<file path="src/rtl/jtsdram_tmo.sv">
// rtl/jtsdram_tmo.sv - load/count/expire down-timer shared by gap and timeout phases
module jtsdram_tmo #(
  parameter int W = 6
) (
  input  logic         clk,
  input  logic         rst_n,
  input  logic         load,
  input  logic [W-1:0] load_val,
  input  logic         en,
  output logic         expired
);

  logic [W-1:0] cnt;

  // Load wins over counting; the count parks at zero until reloaded
  always_ff @(posedge clk or negedge rst_n) begin
    if (!rst_n) begin
      cnt <= '0;
    end else if (load) begin
      cnt <= load_val;
    end else if (en && (cnt != '0)) begin
      cnt <= cnt - 1'b1;
    end
  end

  assign expired = (cnt == '0);

endmodule

</file>
<file path="config.mk">
export PLATFORM = sky130hd
export DESIGN_NAME = jtsdram_tmo
export DESIGN_NICKNAME = d
export VERILOG_FILES = /design/src/rtl/jtsdram_tmo.sv
export SDC_FILE = /design/constraint.sdc
export NUM_CORES = 1
export LEC_CHECK = 0
export CORE_AREA = 10 10 47 49
export CTS_CLUSTER_DIAMETER = 200
export DETAILED_ROUTE_END_ITERATION = 6
export DIE_AREA = 0 0 57 59
export GPL_TIMING_DRIVEN = 0
export PLACE_DENSITY = 0.63
export REMOVE_ABC_BUFFERS = 1
export SYNTH_ARGS = -nofsm -noshare
export SYNTH_HDL_FRONTEND = slang
export SYNTH_SLANG_ARGS = --single-unit
</file>
<file path="constraint.sdc">
create_clock -name clk -period 1.9 [get_ports clk]
set_clock_uncertainty 0.05 [all_clocks]
set_input_delay 0.285 -clock clk [delete_from_list [all_inputs] [get_ports clk]]
set_output_delay 0.285 -clock clk [all_outputs]
set_load 0.05 [all_outputs]
</file>
==> impl_metrics.csv <==
group,metric,value,unit
min_path,worst_hold_path_type,"input pin to asynchronous set/reset pin",
worst_setup_path,crit_required,1.56,ns
clocking,path_clk_slew,0.05,ns
worst_setup_path,crit_chain,"or3_4 -> nor2_2 -> buf_4",
clocking,root_buffer,"clkbuf_4",
clocking,htreeDepth,1,
yosys,synth_cell_types,23,
outcome,status,"finished, final reports clean",
sta,tightest_slew,0.308,ns
sta,setup_violations,0,
worst_setup_path,arrival,1.46,ns
finish,area_growth,35.1,%
sta,final_hold_viol_count,0,
finish,multi_input_area,229,sq um
yosys,ys.flop_type,"dfrtp_1",
finish,antenna_cells,0,
floorplan,num_rows,14,
yosys,ys_seq_area_share,38.0,%
global_routing,grt_util_all_layers,6.11,%
power_and_ir_drop,cellPowerDensity,677,mW/mm^2
finish,regArea,150,sq um
yosys,syn_area_per_cell,8.99,sq um
finish,drive_above_1_share,12.7,%
placed_design,gp_congestion,0.774,
clocking,cts_resized,7,
floorplan,dieWidth,57,um
detailed_routing,vias,368,
sta,fin_hold_ws,0.239,ns
finish,fin_util,38.1,%
sta,post-route-period-util,94.6,%
global_routing,antenna_found_initial,0,
sta,rsz0062_at_grt,"no",
clocking,cts_buffer_depth,2,
detailed_routing,drt.antenna.violating_nets,0,
job,maxCapViolCount,0,
yosys,synth-seq-cells,6,
detailed_routing,drcViolationCount,0,
yosys,synth_warnings,0,
worst_setup_path,worstSetupStartpointType,"flop",
detailed_routing,initialDrtViolationCount,7,
placed_design,numPortBuffers,10,
floorplan,core-area,0.00140,sq mm
floorplan,die_y,59,um
worst_setup_path,crit_type,"flop to output port",
sta,fmax,557,MHz
clocking,numCtsBuffers,3,
finish,fillers,146,
sta,slew_headroom,79.4,%
floorplan,start_util,28.2,%
floorplan,die_area,0.00336,sq mm
power_and_ir_drop,p_leak,0.000216,uW
clocking,clock_sinks,6,
finish,final_cell_mix,"clkdlybuf4s50_1, dfrtp_1, inv_1",
detailed_routing,viasPerCell,5.18,
worst_setup_path,crit_path_top_delay_cell,"or3_4",
clocking,cts-hold-fix-buffers,0,
clocking,cts_tree,"built",
finish,nets,69,
detailed_routing,dr.pass1.iters,4,
finish,regMostFlops,"cnt",
finish,top_regs,"cnt: 6 flops",
power_and_ir_drop,irDropWorstVdd,0.000290,V
worst_setup_path,path_max_fanout,9,
global_routing,grt_max_degree,10,
worst_setup_path,path_buf_inv,1,
finish,final_common_cell,"clkdlybuf4s50_1",
detailed_routing,totalWireLength,908,um
global_routing,grt_pass1_wl,1570,um
yosys,async_flop_share,100,%
global_routing,grt_overflow,0,
sta,period_minus_slack,1.80,ns
global_routing,grt_pass1_vias,363,
worst_setup_path,cp-end-kind,"output port",
sta,slew_violations,0,
yosys,synthCells,44,
floorplan,io_pins,11,
yosys,synth-edff-count,0,
power_and_ir_drop,total_power,362,uW
clocking,insertion_delay,0.25,ns
clocking,post_cts_buffers,0,
yosys,syn_area,395,sq um
worst_setup_path,slowest_delay,0.44,ns
worst_setup_path,crit_family,"simple AND/OR/NAND/NOR gates",
detailed_routing,routedWlPerCell,12.8,um
finish,largest_register_ffs,6,
## report_power, final
part / switching, uW / total, uW / internal [uW]
Combinational: 40.4 / 84.7 / 44.3
Clock: 50.0 / 122 / 71.7
Sequential: 12.9 / 156 / 143
## synth_stat cells, drive strengths merged, types with 2 or more instances
| cell type | count | area, sq um |
|---|---|---|
| ha | 2 | 25.0 |
| o31ai | 2 | 15.0 |
| or4 | 3 | 22.5 |
| nor2 | 3 | 11.3 |
| buf | 2 | 8.75 |
| o2111ai | 2 | 17.5 |
| inv | 4 | 15.0 |
| or3b | 3 | 26.3 |
| a21oi | 2 | 10.0 |
| dfrtp | 6 | 150 |
| o211ai | 2 | 15.0 |
| a31oi | 2 | 12.5 |
| nand2 | 3 | 11.3 |
## worst register-to-register path: cells and delay by family, from the launching register on
family,cells,cell delay [ns]
DFF,1,0.42
AOI/OAI and AO/OA,1,0.16
and+or+nand+nor,2,0.92
## metrics by stage
step	instances	setup TNS (ns)	setup slack, ns	cell area (sq um)
2_1_floorplan	42	-0.0582	-0.0582	387
3_3_place_gp	68	-0.517	-0.341	507
3_5_place_dp	68	-0.589	-0.357	507
4_1_cts	71	0	0.0580	532
5_1_grt	71	0	0.000895	534
6_report	71	0	0.104	534
## cell families after synthesis
kind of cell / synth area share (%)
flops: 38.0
buf+inv: 6.01
simple gates: 24.4
fa+ha+maj: 6.33
compound gates: 25.3
## area by class of cell
class                   count  share of cell area (%)
repair buffers             10                    18.3
well taps                  16                    3.75
multi-input cells          32                    42.9
flip-flops and latches      6                    28.1
clock buffers               3                    4.22
inverters                   4                    2.81
## per-layer routing
| metal | global-route usage [%] | part of all wire (%) |
|---|---|---|
| met3 | 2.79 | 7.2 |
| met5 | 0 | 0 |
| met1 | 6.71 | 49 |
| met4 | 5.03 | 3.2 |
| met2 | 8.84 | 40 |
## path summary, 6_finish.rpt
| path | start | endpoint | slack [ns] | depth (start not counted) |
|---|---|---|---|---|
| max | cnt[2]$_DFFE_PN0P_ | expired | 0.10 | 3 |
| min | rst_n | cnt[5]$_DFFE_PN0P_ | 0.24 | 1 |
| max reg2reg | cnt[2]$_DFFE_PN0P_ | cnt[5]$_DFFE_PN0P_ | 0.28 | 3 |
| min reg2reg | cnt[4]$_DFFE_PN0P_ | cnt[4]$_DFFE_PN0P_ | 0.51 | 2 |
| max in group asynchronous | rst_n | cnt[2]$_DFFE_PN0P_ | 1.32 | 1 |
| min in group clk | cnt[4]$_DFFE_PN0P_ | cnt[4]$_DFFE_PN0P_ | 0.51 | 2 |
Power figures use the tool's default switching activity.
